### config.mk
export PLATFORM = sky130hd
export DESIGN_NAME = uart_vga_loader
export DESIGN_NICKNAME = d
export VERILOG_FILES = /design/src/rtl/uart_vga_pkg.sv /design/src/rtl/uart_rx_byte.sv /design/src/rtl/uart_vga_loader.sv
export SDC_FILE = /design/constraint.sdc
export NUM_CORES = 1
export LEC_CHECK = 0
export ABC_CLOCK_PERIOD_IN_PS = 3500
export CORE_MARGIN = 10
export CORE_UTILIZATION = 40
export DETAILED_ROUTE_END_ITERATION = 16
export DONT_BUFFER_PORTS = 1
export PLACE_DENSITY_LB_ADDON = 0.25
export SYNTH_ARGS = -nofsm -noshare
export SYNTH_HDL_FRONTEND = slang
export SYNTH_SLANG_ARGS = --single-unit
### constraint.sdc
create_clock -name clk -period 3.5 [get_ports clk]
set_input_delay 0.525 -clock clk [delete_from_list [all_inputs] [get_ports clk]]
set_output_delay 0.525 -clock clk [all_outputs]
set_load 0.01 [all_outputs]
### src/rtl/uart_vga_pkg.sv
// Shared constants and types for the UART-to-display-RAM loader.
package uart_vga_pkg;

  localparam int BYTES_PER_ROW = 20;
  localparam int ROWS          = 64;
  localparam int FRAME_BYTES   = BYTES_PER_ROW * ROWS;
  localparam int ADDR_W        = $clog2(FRAME_BYTES);

  typedef enum logic [1:0] {
    IDLE  = 2'd0,
    START = 2'd1,
    DATA  = 2'd2,
    STOP  = 2'd3
  } rx_state_t;

endpackage

### src/rtl/uart_rx_byte.sv
// 8N1 UART byte receiver: 2-FF synchronizer, mid-bit sampling FSM.
// o_byte_valid / o_frame_err are single-cycle strobes on the stop-bit
// sample cycle; o_byte holds the last shifted byte.
// o_idle_high exists only with UART_VGA_LOADER_RESYNC_EN defined.
module uart_rx_byte
  import uart_vga_pkg::*;
#(
  parameter int CLKS_PER_BIT = 937
) (
  input  logic       clk,
  input  logic       rst,
  input  logic       i_rx,
  output logic [7:0] o_byte,
  output logic       o_byte_valid,
`ifdef UART_VGA_LOADER_RESYNC_EN
  output logic       o_idle_high,
`endif
  output logic       o_frame_err
);

  localparam int HALF  = CLKS_PER_BIT / 2;
  localparam int CNT_W = $clog2(CLKS_PER_BIT + 1);

  logic [1:0]       r_sync;
  rx_state_t        r_state, w_state_nxt;
  logic [CNT_W-1:0] r_cnt, w_cnt_nxt;
  logic [2:0]       r_bit, w_bit_nxt;
  logic [7:0]       r_shift, w_shift_nxt;
  logic             r_wait_high, w_wait_nxt;
  logic             w_rx;
  logic             w_valid;
  logic             w_err;

  assign w_rx = r_sync[1];

  // State register, counters and the two-stage rx synchronizer.
  always_ff @(posedge clk) begin
    if (rst) begin
      r_sync      <= 2'b11;
      r_state     <= IDLE;
      r_cnt       <= '0;
      r_bit       <= 3'd0;
      r_shift     <= 8'h00;
      r_wait_high <= 1'b0;
    end else begin
      r_sync      <= {r_sync[0], i_rx};
      r_state     <= w_state_nxt;
      r_cnt       <= w_cnt_nxt;
      r_bit       <= w_bit_nxt;
      r_shift     <= w_shift_nxt;
      r_wait_high <= w_wait_nxt;
    end
  end

  // Next-state logic: start qualification, LSB-first data shift, stop check.
  always_comb begin
    w_state_nxt = r_state;
    w_cnt_nxt   = r_cnt + CNT_W'(1);
    w_bit_nxt   = r_bit;
    w_shift_nxt = r_shift;
    w_wait_nxt  = r_wait_high;
    w_valid     = 1'b0;
    w_err       = 1'b0;
    case (r_state)
      IDLE: begin
        w_cnt_nxt = '0;
        if (w_rx) begin
          // Line is high again: a new start bit may be accepted.
          w_wait_nxt = 1'b0;
        end else if (!r_wait_high) begin
          w_state_nxt = START;
        end else begin
          w_state_nxt = IDLE;
        end
      end
      START: begin
        if (r_cnt == CNT_W'(HALF - 1)) begin
          w_cnt_nxt = '0;
          w_bit_nxt = 3'd0;
          if (w_rx) begin
            w_state_nxt = IDLE;   // glitch shorter than half a bit
          end else begin
            w_state_nxt = DATA;
          end
        end else begin
          w_state_nxt = START;
        end
      end
      DATA: begin
        if (r_cnt == CNT_W'(CLKS_PER_BIT - 1)) begin
          w_cnt_nxt   = '0;
          w_shift_nxt = {w_rx, r_shift[7:1]};
          w_bit_nxt   = r_bit + 3'd1;
          if (r_bit == 3'd7) begin
            w_state_nxt = STOP;
          end else begin
            w_state_nxt = DATA;
          end
        end else begin
          w_state_nxt = DATA;
        end
      end
      STOP: begin
        if (r_cnt == CNT_W'(CLKS_PER_BIT - 1)) begin
          w_cnt_nxt   = '0;
          w_state_nxt = IDLE;
          if (w_rx) begin
            w_valid = 1'b1;
          end else begin
            w_err      = 1'b1;
            w_wait_nxt = 1'b1;
          end
        end else begin
          w_state_nxt = STOP;
        end
      end
      default: begin
        w_state_nxt = IDLE;
        w_cnt_nxt   = '0;
      end
    endcase
  end

  assign o_byte       = r_shift;
  assign o_byte_valid = w_valid;
  assign o_frame_err  = w_err;
`ifdef UART_VGA_LOADER_RESYNC_EN
  assign o_idle_high  = (r_state == IDLE) && w_rx;
`endif

endmodule

### src/rtl/uart_vga_loader.sv
// UART loader for the bit-display VGA stage: each received byte is written
// linearly into the display RAM (ROWS x BYTES_PER_ROW bytes), wrapping at
// the end of the frame. Optional feature macro: UART_VGA_LOADER_RESYNC_EN
// (long idle line returns the write address to 0).
module uart_vga_loader #(
  parameter int CLK_HZ            = 108000000,
  parameter int BAUD              = 115200,
  parameter int BYTES_PER_ROW     = uart_vga_pkg::BYTES_PER_ROW,
`ifdef UART_VGA_LOADER_RESYNC_EN
  parameter int IDLE_TIMEOUT_BITS = 20,
`endif
  parameter int ROWS              = uart_vga_pkg::ROWS
) (
  input  logic        clk,
  input  logic        rst,
  input  logic        uart_rx,
  output logic [31:0] write_address,
  output logic [7:0]  ram_in,
  output logic        we,
  output logic        frame_done,
  output logic        rx_error
);

  localparam int CLKS_PER_BIT = CLK_HZ / BAUD;
  localparam int FRAME_BYTES  = BYTES_PER_ROW * ROWS;
  localparam int ADDR_W       = $clog2(FRAME_BYTES);

  logic [7:0]        w_byte;
  logic              w_valid;
  logic              w_err;
  logic              w_last;
  logic [ADDR_W-1:0] r_addr, w_addr_nxt;
  logic [ADDR_W-1:0] r_wr_addr;
  logic [7:0]        r_ram_in;
  logic              r_we;
  logic              r_frame_done;
  logic              r_rx_error;

`ifdef UART_VGA_LOADER_RESYNC_EN
  localparam int TIMEOUT_CLKS = IDLE_TIMEOUT_BITS * CLKS_PER_BIT;
  localparam int IDLE_W       = $clog2(TIMEOUT_CLKS + 1);
  logic              w_idle_high;
  logic              w_timeout;
  logic [IDLE_W-1:0] r_idle_cnt;
`endif

  uart_rx_byte #(
    .CLKS_PER_BIT(CLKS_PER_BIT)
  ) u_rx (
    .clk         (clk),
    .rst         (rst),
    .i_rx        (uart_rx),
    .o_byte      (w_byte),
    .o_byte_valid(w_valid),
`ifdef UART_VGA_LOADER_RESYNC_EN
    .o_idle_high (w_idle_high),
`endif
    .o_frame_err (w_err)
  );

  assign w_last = (r_addr == ADDR_W'(FRAME_BYTES - 1));

`ifdef UART_VGA_LOADER_RESYNC_EN
  assign w_timeout = (r_idle_cnt == IDLE_W'(TIMEOUT_CLKS));

  // Idle-line timer: counts high idle time, saturates at the timeout.
  always_ff @(posedge clk) begin
    if (rst) begin
      r_idle_cnt <= '0;
    end else if (w_valid || !w_idle_high) begin
      r_idle_cnt <= '0;
    end else if (!w_timeout) begin
      r_idle_cnt <= r_idle_cnt + IDLE_W'(1);
    end
  end
`endif

  // Next write address: advance with each write, wrap at frame end.
  always_comb begin
    w_addr_nxt = r_addr;
    if (w_valid) begin
      w_addr_nxt = w_last ? '0 : r_addr + ADDR_W'(1);
`ifdef UART_VGA_LOADER_RESYNC_EN
    end else if (w_timeout && (r_addr != '0)) begin
      w_addr_nxt = '0;
`endif
    end else begin
      w_addr_nxt = r_addr;
    end
  end

  // Registered write port and status strobes.
  always_ff @(posedge clk) begin
    if (rst) begin
      r_addr       <= '0;
      r_wr_addr    <= '0;
      r_ram_in     <= 8'h00;
      r_we         <= 1'b0;
      r_frame_done <= 1'b0;
      r_rx_error   <= 1'b0;
    end else begin
      r_addr       <= w_addr_nxt;
      r_we         <= w_valid;
      r_frame_done <= w_valid && w_last;
      r_rx_error   <= w_err;
      if (w_valid) begin
        r_wr_addr <= r_addr;
        r_ram_in  <= w_byte;
      end
    end
  end

  assign write_address = 32'(r_wr_addr);
  assign ram_in        = r_ram_in;
  assign we            = r_we;
  assign frame_done    = r_frame_done;
  assign rx_error      = r_rx_error;

endmodule

==> metrics.txt <==
# TYPE chip_impl_metric gauge
chip_impl_metric{name="routed_wire_length_per_instance",unit="um"} 13.5
chip_impl_metric{name="post_synth.cell_area_avg",unit="sq um"} 8.55
chip_impl_metric{name="grt_usage",unit="%"} 10.6
chip_impl_metric{name="tightestPinTransition",unit="ns"} 0.854
chip_impl_metric{name="yosysSeqAreaShare",unit="%"} 43.6
chip_impl_metric{name="port_buffers",unit=""} 0
chip_impl_metric{name="synth-seq-cells",unit=""} 59
chip_impl_metric{name="synth_warnings",unit=""} 0
chip_impl_metric{name="clock_tree.htree_level_count",unit=""} 3
chip_impl_metric{name="fp.coreArea",unit="sq mm"} 0.00646
chip_impl_metric{name="die_area",unit="sq mm"} 0.0105
chip_impl_metric{name="clock_power_share",unit="%"} 44.7
chip_impl_metric{name="detailedPlace.worstSlack",unit="ns"} 1.16
chip_impl_metric{name="antennaDiodeCount",unit=""} 0
chip_impl_metric{name="path_max_fanout",unit=""} 31
chip_impl_info{name="worstSetupEndpointType",value="flop"} 1
chip_impl_metric{name="area_growth",unit="%"} 7.80
chip_impl_metric{name="worst_reg_to_reg_setup_slack",unit="ns"} 1.15
chip_impl_info{name="startpoint",value="u_rx.r_state[0]$_SDFFE_PP0P_"} 1
chip_impl_info{name="tritoncts",value="yes"} 1
chip_impl_metric{name="grt_start_max_net_pins",unit=""} 59
chip_impl_info{name="hp-class",value="in2reg"} 1
chip_impl_info{name="synth.largest_area_cell",value="dfxtp_1"} 1
chip_impl_metric{name="internal-power",unit="W"} 0.00115
chip_impl_info{name="ys_dominant_reg_cell",value="dfxtp_1"} 1
chip_impl_metric{name="period_share",unit="%"} 67.1
chip_impl_metric{name="timing.max_cap.violations",unit=""} 0
chip_impl_metric{name="yosysTopAreaCellShare",unit="%"} 43.6
chip_impl_metric{name="cellPowerDensity",unit="mW/mm^2"} 534
chip_impl_metric{name="detail_route.vias_per_cell",unit=""} 5.07
chip_impl_metric{name="vias",unit=""} 2014
chip_impl_info{name="synth.area.top_cells",value="dfxtp_1 (44%), nand2_1 (7.3%), buf_4 (5.8%)"} 1
chip_impl_metric{name="dp_hpwl",unit="um"} 3720
chip_impl_metric{name="grt_pass1_vias",unit=""} 1859
chip_impl_metric{name="cts.sinks",unit=""} 59
chip_impl_metric{name="die_height",unit="um"} 102
chip_impl_metric{name="worst-r2r-cell-count",unit=""} 5
chip_impl_metric{name="arrival_time_of_the_worst_setup_path",unit="ns"} 2.62
chip_impl_metric{name="row_count",unit=""} 29
chip_impl_info{name="worstPathCellList",value="ha_1 > nand2_1 > or4_4 > or4_1 > a21oi_1"} 1
chip_impl_metric{name="fmax",unit="MHz"} 426
chip_impl_metric{name="worst_ir_drop_vdd",unit="mV"} 0.207
chip_impl_metric{name="syn-instance-count",unit=""} 317
chip_impl_metric{name="cpPeakStageDelay",unit="ns"} 0.75
chip_impl_info{name="crit_path_end",value="r_addr[8]$_SDFFE_PP0P_"} 1
chip_impl_metric{name="period_needed",unit="ns"} 2.35
chip_impl_metric{name="cts-hold-fix-buffers",unit=""} 0
chip_impl_info{name="rr_startpoint",value="u_rx.r_state[0]$_SDFFE_PP0P_"} 1
chip_impl_metric{name="grt_overflow",unit=""} 0
chip_impl_metric{name="gp_congestion",unit=""} 0.816
chip_impl_info{name="timing.critical_path.slowest_stage_cell",value="or4_4"} 1
chip_impl_info{name="rsz0062_at_grt",value="false"} 1
chip_impl_metric{name="ctsResizeCount",unit=""} 0
chip_impl_metric{name="max-slew-margin-rel",unit="%"} 42.6
chip_impl_metric{name="post_cts.repair.setup_buffers",unit=""} 0
chip_impl_metric{name="fp.dieW",unit="um"} 102
chip_impl_metric{name="multiInputGateArea",unit="sq mm"} 0.00136
chip_impl_info{name="critical_path.startpoint_type",value="flop"} 1
chip_impl_metric{name="switching_share",unit="%"} 26.1
chip_impl_info{name="worstSetupPathType",value="reg2reg"} 1
chip_impl_metric{name="boundaryPins",unit=""} 46
chip_impl_metric{name="post_synthesis_cell_area",unit="sq mm"} 0.00271
chip_impl_info{name="regToRegEndpoint",value="r_addr[8]$_SDFFE_PP0P_"} 1
chip_impl_metric{name="area_occupied_by_registers",unit="sq mm"} 0.00118
chip_impl_metric{name="netlist-cell-type-count",unit=""} 43
chip_impl_metric{name="clock_latency",unit="ns"} 0.34
chip_impl_metric{name="nets",unit=""} 327
chip_impl_metric{name="pwr-share-seq",unit="%"} 44.9
chip_impl_metric{name="number_of_synthesized_flops_with_an_enable_pin",unit=""} 0
chip_impl_metric{name="drt.antenna.violating_nets",unit=""} 0
chip_impl_metric{name="first_pass_iters",unit=""} 4
chip_impl_metric{name="fin_ws",unit="ns"} 1.15
chip_impl_metric{name="synth_async_sr_flop_share",unit="%"} 0
chip_impl_metric{name="antenna_found_initial",unit=""} 0
chip_impl_metric{name="whs",unit="ns"} 0.247
chip_impl_metric{name="layout-drive-gt1-share",unit="%"} 9.38
chip_impl_metric{name="drc",unit=""} 0
chip_impl_metric{name="timing.final.max_slew_violations",unit=""} 0
chip_impl_metric{name="cts-buffers-inserted",unit=""} 9
chip_impl_metric{name="final-setup-viol-count",unit=""} 0
chip_impl_info{name="outcome",value="finished clean"} 1
chip_impl_metric{name="clkSlewWorstSetupHoldPaths",unit="ns"} 0.07
chip_impl_metric{name="p_switching",unit="W"} 0.000407
chip_impl_metric{name="cp.required",unit="ns"} 3.77
chip_impl_metric{name="cts.path.max_buffers",unit=""} 2
chip_impl_metric{name="leakagePower",unit="nW"} 0.992
chip_impl_metric{name="dr.first_iter.drc_count",unit=""} 100
chip_impl_metric{name="clock_skew",unit="ns"} 0.00962
chip_impl_info{name="clockRootBuffer",value="clkbuf_8"} 1
chip_impl_metric{name="finalSetupTns",unit="ns"} 0
chip_impl_metric{name="fraction_of_power_consumed_by_combinational_cells",unit="%"} 10.3
chip_impl_metric{name="initial_utilization",unit="%"} 42.0
chip_impl_metric{name="fill_cells",unit=""} 656
chip_impl_metric{name="final_hold_viol_count",unit=""} 0
chip_impl_metric{name="totalWireLength",unit="um"} 5370
chip_impl_metric{name="grt_pass1_wl",unit="um"} 8800
[worst max-delay path, delay by kind of cell, from the launching register on]
kind                     cells  cell delay, ns
flip-flops                   1            0.38
AO/OA/AOI/OAI                1            0.15
AND/OR/NAND/NOR              3            1.47
adder cells (fa/ha/maj)      1            0.29
[synth_stat cells (all sizes together), types with 2 or more instances]
master and number:
a211oi 3, a21oi 30, a31oi 2, buf 24, clkbuf 11, dfxtp 59, ha 9, inv 12
mux2 3, mux2i 9, nand2 53, nand2b 6, nand3 7, nand3b 4, nand4 3, nand4bb 2
nor2 26, nor2b 4, nor3 4, nor4 5, o21ai 5, o31a 2, o32ai 5, or2 5
or3 4, or4 2, xnor2 6, xor2 2
[power groups by stage]
stage	sequential, W	clock (W)	combinational (W)
after CTS	0.000702	0.000723	0.000161
final	0.000701	0.000698	0.000161
after global placement	0.000716	0	0.000160
after detailed placement	0.000717	0	0.000159
after global routing	0.000705	0.000751	0.000183
after floorplan	0.000713	0	0.000155
[logic make-up after synthesis]
family,after synthesis,share of synthesized area [%]
muxes,12,4.57
other,1,0.138
xor gates and xnor gates,8,2.59
AOI/OAI and AO/OA,50,11.0
buffers and inverters,47,9.56
DFF,59,43.6
adders and majority gates,9,4.16
and+or+nand+nor,131,24.4
[layout by cell type (no fill, tap or decap), drive strengths merged, types with 5 or more instances in the layout]
master and n:
a21oi 30, clkbuf 9, conb 21, dfxtp 59, ha 9, inv 14
mux2i 9, nand2 53, nand2b 6, nand3 7, nor2 26, nor4 5
o21ai 5, o32ai 5, or2 5, xnor2 6
[how the worst min path moves through the flow]
| stage | startpoint | to | depth (start not counted) |
|---|---|---|---|
| finish | rst | r_addr[8]$_SDFFE_PP0P_ | 1 |
| floorplan | u_rx.r_sync[0]$_SDFF_PP1_ | u_rx.r_sync[1]$_SDFF_PP1_ | 1 |
| CTS | rst | r_wr_addr[3]$_SDFFE_PP0P_ | 1 |
| global placement | u_rx.r_sync[0]$_SDFF_PP1_ | u_rx.r_sync[1]$_SDFF_PP1_ | 1 |
| detailed placement | u_rx.r_sync[0]$_SDFF_PP1_ | u_rx.r_sync[1]$_SDFF_PP1_ | 1 |
| global route | rst | r_wr_addr[10]$_SDFFE_PP0P_ | 1 |
[metrics by stage]
step	power (W)	std cells	instance area [sq um]	utilization [%]
after CTS	0.00159	397	2920	45.2
after detailed placement	0.000877	381	2700	41.8
final	0.00156	397	2920	45.2
after global routing	0.00164	397	2920	45.2
after floorplan	0.000868	337	2790	-
after global placement	0.000876	381	2700	41.8
[final cells by class]
class,instances,share of cell area [%]
Clock buffer,9,4.24
Clock inverter,7,3.43
Inverter,12,1.54
Multi-Input combinational cell,231,46.6
Sequential cell,59,40.4
Tap cell,77,3.30
Timing Repair Buffer,2,0.514
[registers in the layout, summed over array words and instances (netlist names)]
| signal | flops |
|---|---|
| r_addr | 11 |
| u_rx.r_state | 2 |
| ram_in | 8 |
| rx_error | 1 |
| we | 1 |
| u_rx.r_bit | 3 |
| u_rx.r_sync | 2 |
| r_wr_addr | 11 |
| u_rx.o_byte | 8 |
| frame_done | 1 |
| u_rx.r_wait_high | 1 |
| u_rx.r_cnt | 10 |
[routing by layer]
metal  track usage, %  vias to the layer above  routed length [um]
met5                0                        -                   0
met1             12.0                      929                2390
met2             16.2                       44                2500
met3             5.53                        6                 438
li1                 -                     1035                   -
met4             4.88                        0                  50
Power figures use the tool's default switching activity.
